[config.mk]
export PLATFORM = sky130hd
export DESIGN_NAME = itlb_cam_assoc
export DESIGN_NICKNAME = d
export VERILOG_FILES = /design/src/rtl/tlb_pkg.sv /design/src/rtl/tlb_prio_enc.sv /design/src/rtl/itlb_cam_assoc.sv
export SDC_FILE = /design/constraint.sdc
export NUM_CORES = 2
export LEC_CHECK = 0
export CAP_MARGIN = 15
export CELL_PAD_IN_SITES_DETAIL_PLACEMENT = 0
export CELL_PAD_IN_SITES_GLOBAL_PLACEMENT = 1
export CORE_MARGIN = 4
export CORE_UTILIZATION = 54
export CTS_BUF_LIST = sky130_fd_sc_hd__clkbuf_16
export DETAILED_ROUTE_END_ITERATION = 8
export GPL_TIMING_DRIVEN = 0
export PLACE_DENSITY_LB_ADDON = 0.1
export SLEW_MARGIN = 20
export SYNTH_ARGS = -nofsm -noshare
export SYNTH_HDL_FRONTEND = slang
export SYNTH_HIERARCHICAL = 1
export SYNTH_SLANG_ARGS = --single-unit
export TNS_END_PERCENT = 1
[constraint.sdc]
create_clock -name clk -period 10.35 [get_ports clk]
set_input_delay 2.07 -clock clk [delete_from_list [all_inputs] [get_ports clk]]
set_output_delay 2.07 -clock clk [all_outputs]
set_load 0.02 [all_outputs]
[src/rtl/tlb_pkg.sv]
// tlb_pkg
//   Shared definitions for the instruction TLB array: the entry record,
//   {U,X,W,R} permission bit positions, the megapage split point and the
//   VPN compare rule used by lookup, fill-match and flush.
//   Entry field widths are fixed here (Sv32: VPN 20, PPN 22, ASID 9).
//   Instantiating modules take their width parameters from these constants.
package tlb_pkg;

  localparam int TLB_VPN_W  = 20;
  localparam int TLB_PPN_W  = 22;
  localparam int TLB_ASID_W = 9;

  // A megapage covers 2^MEGA_LSB base pages; only VPN bits above this compare.
  localparam int MEGA_LSB = 10;

  typedef enum int {
    PERM_R = 0,
    PERM_W = 1,
    PERM_X = 2,
    PERM_U = 3
  } perm_bit_e;

  typedef struct packed {
    logic                  valid;
    logic                  is_global;
    logic                  mega;
    logic [TLB_ASID_W-1:0] asid;
    logic [TLB_VPN_W-1:0]  vpn;
    logic [TLB_PPN_W-1:0]  ppn;
    logic [3:0]            perm;
  } tlb_entry_t;

  // VPN compare honouring the megapage flag; validity and ASID are not checked.
  function automatic logic vpn_match(input tlb_entry_t e, input logic [TLB_VPN_W-1:0] vpn);
    if (e.mega)
      return e.vpn[TLB_VPN_W-1:MEGA_LSB] == vpn[TLB_VPN_W-1:MEGA_LSB];
    return e.vpn == vpn;
  endfunction

endpackage

[src/rtl/tlb_prio_enc.sv]
// tlb_prio_enc
//   First-one encoder over a request vector.
//   req   : request bits, bit 0 has highest priority
//   idx   : index of the lowest set bit (0 when none set)
//   any   : at least one bit set
//   multi : two or more bits set
module tlb_prio_enc #(
  parameter int N  = 32,
  parameter int IW = (N > 1) ? $clog2(N) : 1
) (
  input  logic [N-1:0]  req,
  output logic [IW-1:0] idx,
  output logic          any,
  output logic          multi
);

  always_comb begin
    idx = '0;
    for (int i = N - 1; i >= 0; i--) begin
      if (req[i]) idx = IW'(i);
    end
  end

  assign any = |req;

  // Clearing the lowest set bit leaves something only if a second bit was set.
  assign multi = |(req & (req - N'(1)));

endmodule

[src/rtl/itlb_cam_assoc.sv]
// itlb_cam_assoc
//   Fully-associative Sv32 instruction TLB with ASID/global tagging,
//   megapage matching, hit-aware refill with round-robin victim choice and
//   selective/full flush.
//   Ports:
//     clk, rst                      clock, synchronous active-high reset
//     lookup_valid/vpn/asid         translation request (1-cycle latency)
//     rsp_valid/hit/miss/multihit   registered response status
//     rsp_ppn/perm/idx              registered response data (0 on miss)
//     fill_valid/vpn/asid/ppn/perm  new translation from the walker
//     fill_global/fill_mega         entry attributes
//     flush_valid/use_vpn/use_asid  SFENCE.VMA request and qualifiers
//     flush_vpn/flush_asid          flush qualifier values
module itlb_cam_assoc
  import tlb_pkg::*;
#(
  parameter int ENTRIES = 32,
  parameter int VPN_W   = TLB_VPN_W,
  parameter int PPN_W   = TLB_PPN_W,
  parameter int ASID_W  = TLB_ASID_W,
  parameter int IDX_W   = $clog2(ENTRIES)
) (
  input  logic              clk,
  input  logic              rst,

  input  logic              lookup_valid,
  input  logic [VPN_W-1:0]  lookup_vpn,
  input  logic [ASID_W-1:0] lookup_asid,

  output logic              rsp_valid,
  output logic              rsp_hit,
  output logic              rsp_miss,
  output logic              rsp_multihit,
  output logic [PPN_W-1:0]  rsp_ppn,
  output logic [3:0]        rsp_perm,
  output logic [IDX_W-1:0]  rsp_idx,

  input  logic              fill_valid,
  input  logic [VPN_W-1:0]  fill_vpn,
  input  logic [ASID_W-1:0] fill_asid,
  input  logic [PPN_W-1:0]  fill_ppn,
  input  logic [3:0]        fill_perm,
  input  logic              fill_global,
  input  logic              fill_mega,

  input  logic              flush_valid,
  input  logic              flush_use_vpn,
  input  logic              flush_use_asid,
  input  logic [VPN_W-1:0]  flush_vpn,
  input  logic [ASID_W-1:0] flush_asid
);

  tlb_entry_t         tlb_q [ENTRIES];
  logic [IDX_W-1:0]   rr_ptr;

  logic [ENTRIES-1:0] lkp_match;
  logic [ENTRIES-1:0] flush_clr;
  logic [ENTRIES-1:0] valid_pf;
  logic [ENTRIES-1:0] fill_match;

  logic [IDX_W-1:0]   lkp_idx, fm_idx, inv_idx, fill_idx;
  logic               lkp_any, lkp_multi, fm_any, inv_any, rr_adv;
  logic               unused_fm_multi, unused_inv_multi;

  tlb_entry_t         hit_e;
  logic [PPN_W-1:0]   hit_ppn;

  // Lookup sees pre-update contents; fill-match sees post-flush validity.
  always_comb begin
    lkp_match  = '0;
    flush_clr  = '0;
    valid_pf   = '0;
    fill_match = '0;
    for (int i = 0; i < ENTRIES; i++) begin
      lkp_match[i]  = tlb_q[i].valid
                      && (tlb_q[i].is_global || tlb_q[i].asid == lookup_asid)
                      && vpn_match(tlb_q[i], lookup_vpn);
      flush_clr[i]  = flush_valid
                      && (!flush_use_vpn  || vpn_match(tlb_q[i], flush_vpn))
                      && (!flush_use_asid || (!tlb_q[i].is_global && tlb_q[i].asid == flush_asid));
      valid_pf[i]   = tlb_q[i].valid && !flush_clr[i];
      fill_match[i] = valid_pf[i]
                      && (tlb_q[i].is_global || tlb_q[i].asid == fill_asid)
                      && vpn_match(tlb_q[i], fill_vpn);
    end
  end

  tlb_prio_enc #(.N(ENTRIES), .IW(IDX_W)) u_lkp_enc (
    .req   (lkp_match),
    .idx   (lkp_idx),
    .any   (lkp_any),
    .multi (lkp_multi)
  );

  tlb_prio_enc #(.N(ENTRIES), .IW(IDX_W)) u_fill_enc (
    .req   (fill_match),
    .idx   (fm_idx),
    .any   (fm_any),
    .multi (unused_fm_multi)
  );

  tlb_prio_enc #(.N(ENTRIES), .IW(IDX_W)) u_inv_enc (
    .req   (~valid_pf),
    .idx   (inv_idx),
    .any   (inv_any),
    .multi (unused_inv_multi)
  );

  // Refill an existing translation in place, else the first free slot,
  // else evict at rr_ptr (which only advances when actually consumed).
  always_comb begin
    fill_idx = rr_ptr;
    rr_adv   = 1'b0;
    if (fm_any)       fill_idx = fm_idx;
    else if (inv_any) fill_idx = inv_idx;
    else              rr_adv   = fill_valid;
  end

  always_comb begin
    hit_e   = tlb_q[lkp_idx];
    hit_ppn = hit_e.ppn;
    if (hit_e.mega)
      hit_ppn = {hit_e.ppn[PPN_W-1:MEGA_LSB], lookup_vpn[MEGA_LSB-1:0]};
  end

  always_ff @(posedge clk) begin
    if (rst) begin
      for (int i = 0; i < ENTRIES; i++) tlb_q[i].valid <= 1'b0;
      rr_ptr       <= '0;
      rsp_valid    <= 1'b0;
      rsp_hit      <= 1'b0;
      rsp_miss     <= 1'b0;
      rsp_multihit <= 1'b0;
      rsp_ppn      <= '0;
      rsp_perm     <= '0;
      rsp_idx      <= '0;
    end else begin
      for (int i = 0; i < ENTRIES; i++) begin
        if (flush_clr[i]) tlb_q[i].valid <= 1'b0;
      end
      // Later non-blocking write wins, so a fill lands on top of the flush.
      if (fill_valid) begin
        tlb_q[fill_idx].valid     <= 1'b1;
        tlb_q[fill_idx].is_global <= fill_global;
        tlb_q[fill_idx].mega      <= fill_mega;
        tlb_q[fill_idx].asid      <= fill_asid;
        tlb_q[fill_idx].vpn       <= fill_vpn;
        tlb_q[fill_idx].ppn       <= fill_ppn;
        tlb_q[fill_idx].perm      <= fill_perm;
      end
      if (rr_adv) rr_ptr <= rr_ptr + IDX_W'(1);

      rsp_valid    <= lookup_valid;
      rsp_hit      <= lookup_valid && lkp_any;
      rsp_miss     <= lookup_valid && !lkp_any;
      rsp_multihit <= lookup_valid && lkp_multi;
      rsp_ppn      <= (lookup_valid && lkp_any) ? hit_ppn    : '0;
      rsp_perm     <= (lookup_valid && lkp_any) ? hit_e.perm : '0;
      rsp_idx      <= (lookup_valid && lkp_any) ? lkp_idx    : '0;
    end
  end

endmodule

**Yosys cells after proc, flatten, opt, wreduce, memory -nomap -nowiden**

Memory sizes are Yosys's and may differ from the RTL's.
Cells that the tools add are included.

- Add/subtract/negate cells: 2
- $mul: 0
- Divide/modulo/power cells: 0
- Magnitude comparators: 0
- Equal/unequal tests: 288
- Shifts and indexed selects: 0
- Muxes and demuxes: 458
- Bitwise operators: 35
- Reduce and logical (&&, ||, !) cells: 459

Operators with widths:

| cell | count |
|---|---|
| $eq A20 B20 Y1 | 96 |
| $eq A10 B10 Y1 | 96 |
| $eq A9 B9 Y1 | 96 |
| $mux W5 | 98 |
| $mux W1 | 359 |
| $logic_and A1 B1 Y1 | 259 |
| $logic_or A1 B1 Y1 | 128 |
| $reduce_or A32 Y1 | 4 |
| $logic_not A1 Y1 | 67 |
| $and A32 B32 Y32 | 1 |
| $not A32 Y32 | 1 |
| $or A1 B1 Y1 | 32 |
| $sub A32 B1 Y32 const B | 1 |
| $mux W10 | 1 |
| $add A5 B1 Y5 const B | 1 |
| $reduce_or A2 Y1 | 1 |
| $not A1 Y1 | 1 |

- Register bits: 40
- Bits in latches: 0
- RAM bits: 1856
- Memory bits (read-only): 0
- Input bits: 122
- Output and inout bits: 35
- Logic and storage cells: 1251
- Memories kept: 1

Memories:

| name | depth | bits a word | read ports | clocked after memory_dff | wr ports | RTL line | source |
|---|---|---|---|---|---|---|---|
| tlb_q | 32 | 58 | 33 | 0 | 33 | itlb_cam_assoc.sv:53 | `tlb_entry_t tlb_q [ENTRIES];` |

**Depth between registers and ports, before layout**

An unclocked memory read counts as a cell.

- Depth after elaboration: 44
- Gate-level depth with buffers: 22
- Mapped depth without buffers: 17

**Hierarchy**

The synthesis kept the hierarchy.

By module, submodules not included:

| module | instances | cells an instance | area an instance (µm²) | sequential area each (µm²) |
|---|---|---|---|---|
| itlb_cam_assoc | 1 | 6702 | 96457.5 | 56213.9 |
| tlb_prio_enc | 3 | 116 | 689.4 | 0.0 |

**Worst setup path before layout**

Ideal clock, no wire load.

- Path kind: input -> register
- Start: input port flush_asid[8]
- End: memory tlb_q[0][0] (netlist name), enable pin
- Library setup time: 472 ps
- Arrival: 8223 ps
- Required time: 9878 ps
- Path slack: 1655 ps
- Cell stages on the path: 19
- Buffers on the path: 6
- Cell sequence: clkbuf_1 buf_2 xnor2_1 nand4_1 o41ai_1 a21boi_0 a31oi_1 nor4_1 nor4_1 and4_1 buf_6 nand3_1 clkbuf_1 a21oi_1 nand3b_1 or2_2 clkbuf_1 clkbuf_1 nor2_1

RTL lines:

| what | RTL line | source |
|---|---|---|
| start, declared | itlb_cam_assoc.sv:50 | `input logic [ASID_W-1:0] flush_asid` |
| end, declared | itlb_cam_assoc.sv:53 |  |

==> results.sh <==
export IMPL_status="finished, final reports clean"
export IMPL_wl_per_cell_um=41.9
export IMPL_path_delay_family="buffers and inverters"
export IMPL_finalHoldViolations=0
export IMPL_drc=0
export IMPL_fmax_mhz=99.8
export IMPL_firstDrtPassIters=6
export IMPL_place_area_um2=106000
export IMPL_power_density_nw_per_um2=154
export IMPL_fin_crit_ns=10.02
export IMPL_crit_arrival_ns=10.58
export IMPL_cts_buffers=202
export IMPL_cts_setup_buffers=0
export IMPL_critPathBufInv=9
export IMPL_io_pins=157
export IMPL_critPathLaunchType="input port"
export IMPL_totalWireLength_um=419000
export IMPL_r2r_slack_ns=2.59
export IMPL_maxSlewViolCount=0
export IMPL_final_setup_tns_ns=0
export IMPL_r2r_end="tlb_q[7][51]$_DFFE_PP_"
export IMPL_max_cap_violations=0
export IMPL_peakVddDrop_v=0.000181
export IMPL_cp_depth=21
export IMPL_viasPerCell=6.87
export IMPL_initial_core_util_pct=54.2
export IMPL_stdcell_area_um2=113000
export IMPL_worstSetupPathType="input port to register"
export IMPL_antenna_left=0
export IMPL_min_to="rr_ptr[4]$_SDFFE_PP0P_"
export IMPL_worst_slew_pin_slew_ns=1.33
export IMPL_grt_pass1_vias=65000
export IMPL_crit_top_cell="buf_12"
export IMPL_fin_skew_ns=0.0609
export IMPL_ctsResizeCount=0
export IMPL_crit_slowest_cell="a31oi_1"
export IMPL_antenna_found_initial=22
export IMPL_final_layout_size_suffix_gt1_share_pct=15.3
export IMPL_portBuffers=98
export IMPL_setup_viol_count_final=0
export IMPL_end_kind="register"
export IMPL_die_w_um=434
export IMPL_yosys_warnings=6
export IMPL_rsz0062_at_grt="no"
export IMPL_place_congestion=1.03
export IMPL_synthCells=6968
export IMPL_p_leak_nw=35.2
export IMPL_die_h_um=434
export IMPL_cts_tree="yes"
export IMPL_cts_sinks=1896
export IMPL_clockBufferDepth=3
export IMPL_grt_overflow=0
export IMPL_worstReg2RegStart="tlb_q[12][40]$_DFFE_PP_"
export IMPL_coreArea_um2=181000
export IMPL_num_vias=68700
export IMPL_final_nets=7564
export IMPL_cts_max_level=4
export IMPL_slowest_delay_ns=1.06
export IMPL_synth_area_um2=97900
export IMPL_dieArea_um2=188000
export IMPL_hold_buffers=0
export IMPL_clk_pin_slew_ns=0.06
export IMPL_grt_pass1_wl_um=558000
export IMPL_required_ns=10.91
export IMPL_clock_latency_ns=0.91
export IMPL_clockRootBuffer="clkbuf_16"
export IMPL_cp_max_fo=23
export IMPL_syn_avg_cell_area_um2=14.1
export IMPL_min_period_over_period_pct=96.8
export IMPL_min_path_type="register to register"
export IMPL_synthesis_nets=7091
export IMPL_dp_hpwl_um=290000
export IMPL_grt_usage_pct=44.1
export IMPL_min_from="rr_ptr[4]$_SDFFE_PP0P_"
export IMPL_final_common_cell="edfxtp_1"
export IMPL_drtIter0Drc=11300
export IMPL_grt_max_degree=34
export IMPL_path_cells="buf_2 > buf_12 > clkbuf_1 > buf_2 > buf_2 > xnor2_1 > a31oi_1 > nor4_1 > a21oi_1 > nor2_1 > nor4_1 > o211ai_1 > a221oi_1 > a21oi_1 > nor3b_1 > nand2_1 > clkbuf_1 > nor2_4 > buf_12 > buf_12 > buf_12"
export IMPL_std_cell_rows=156
export IMPL_final_cell_mix="edfxtp_1, xnor2_1, xor2_1, nor4_1, nand4_1"
export IMPL_whs_path_depth=2
export IMPL_slew_headroom_pct=11.2
export IMPL_area_growth_pct=15.2
export IMPL_rr_worst_depth=19
[metrics by stage]
| step | total power [mW] | hold slack (ns) | setup slack (ns) | utilization, % | cells |
|---|---|---|---|---|---|
| finish | 17.4 | 0.530 | 0.334 | 62.5 | 9998 |
| global route | 17.7 | 0.570 | 0.322 | 62.5 | 9984 |
| CTS | 17.3 | 0.528 | 0.496 | 62.4 | 9982 |
| detailed placement | 10.1 | 0.515 | -0.417 | 58.7 | 9605 |
| global placement | 10.1 | 0.498 | -7.44 | 56.4 | 9436 |
| floorplan | 9.41 | 0.478 | 1.92 | - | 6968 |
[area by class of cell]
cell class                      instances  area, um^2
Tap cell                             2370        2970
Buffer                                455        2170
Clock buffer                          205        5130
Sequential cell                      1896       56200
Antenna cell                           14        35.0
Timing Repair Buffer                  269        4190
Fill cell                           13600       67700
Clock inverter                        172        1540
Multi-Input combinational cell       4594       40500
Inverter                               23        86.3
[worst max path at each step]
stage	start	end	slack (ns)
finish	fill_asid[5]	tlb_q[7][51]$_DFFE_PP_	0.33
global route	fill_asid[3]	tlb_q[7][51]$_DFFE_PP_	0.32
CTS	fill_asid[3]	tlb_q[24][9]$_DFFE_PP_	0.50
detailed placement	fill_asid[3]	tlb_q[24][11]$_DFFE_PP_	-0.42
global placement	fill_vpn[17]	tlb_q[1][20]$_DFFE_PP_	-7.44
floorplan	flush_asid[3]	tlb_q[0][0]$_DFFE_PP_	1.92
[worst reg2reg max path, delay by kind of cell, from the launching register on]
kind                      cells  cell delay (ns)
xor gates and xnor gates      1             0.18
buffers and inverters         4             1.27
AOI/OAI and AO/OA             6             2.26
and+or+nand+nor               8             3.24
DFF                           1             0.47
[per-layer routing]
layer / track usage, % / vias to the layer above / share of wire [%] / wire length [um]
met3: 13.5 / 1341 / 13 / 54900
met5: 0 / - / 0.020 / 84
met4: 29.1 / 14 / 8.1 / 34000
met2: 64.1 / 5519 / 43 / 179000
met1: 57.3 / 34900 / 36 / 152000
li1: - / 26900 / - / -
[report_power, final]
group	switching [mW]	internal, mW	total (mW)
logic	1.11	0.457	1.57
clock network	3.27	4.05	7.32
registers	0.0374	8.46	8.49
total	4.41	13.0	17.4
[flip-flops by register name, summed over array words and instances (netlist names)]
register      cells
rsp_idx           5
rsp_hit           1
rsp_miss          1
rsp_multihit      1
rsp_ppn          22
rr_ptr            5
rsp_valid         1
tlb_q          1856
rsp_perm          4
(Power assumes the default switching activity.)
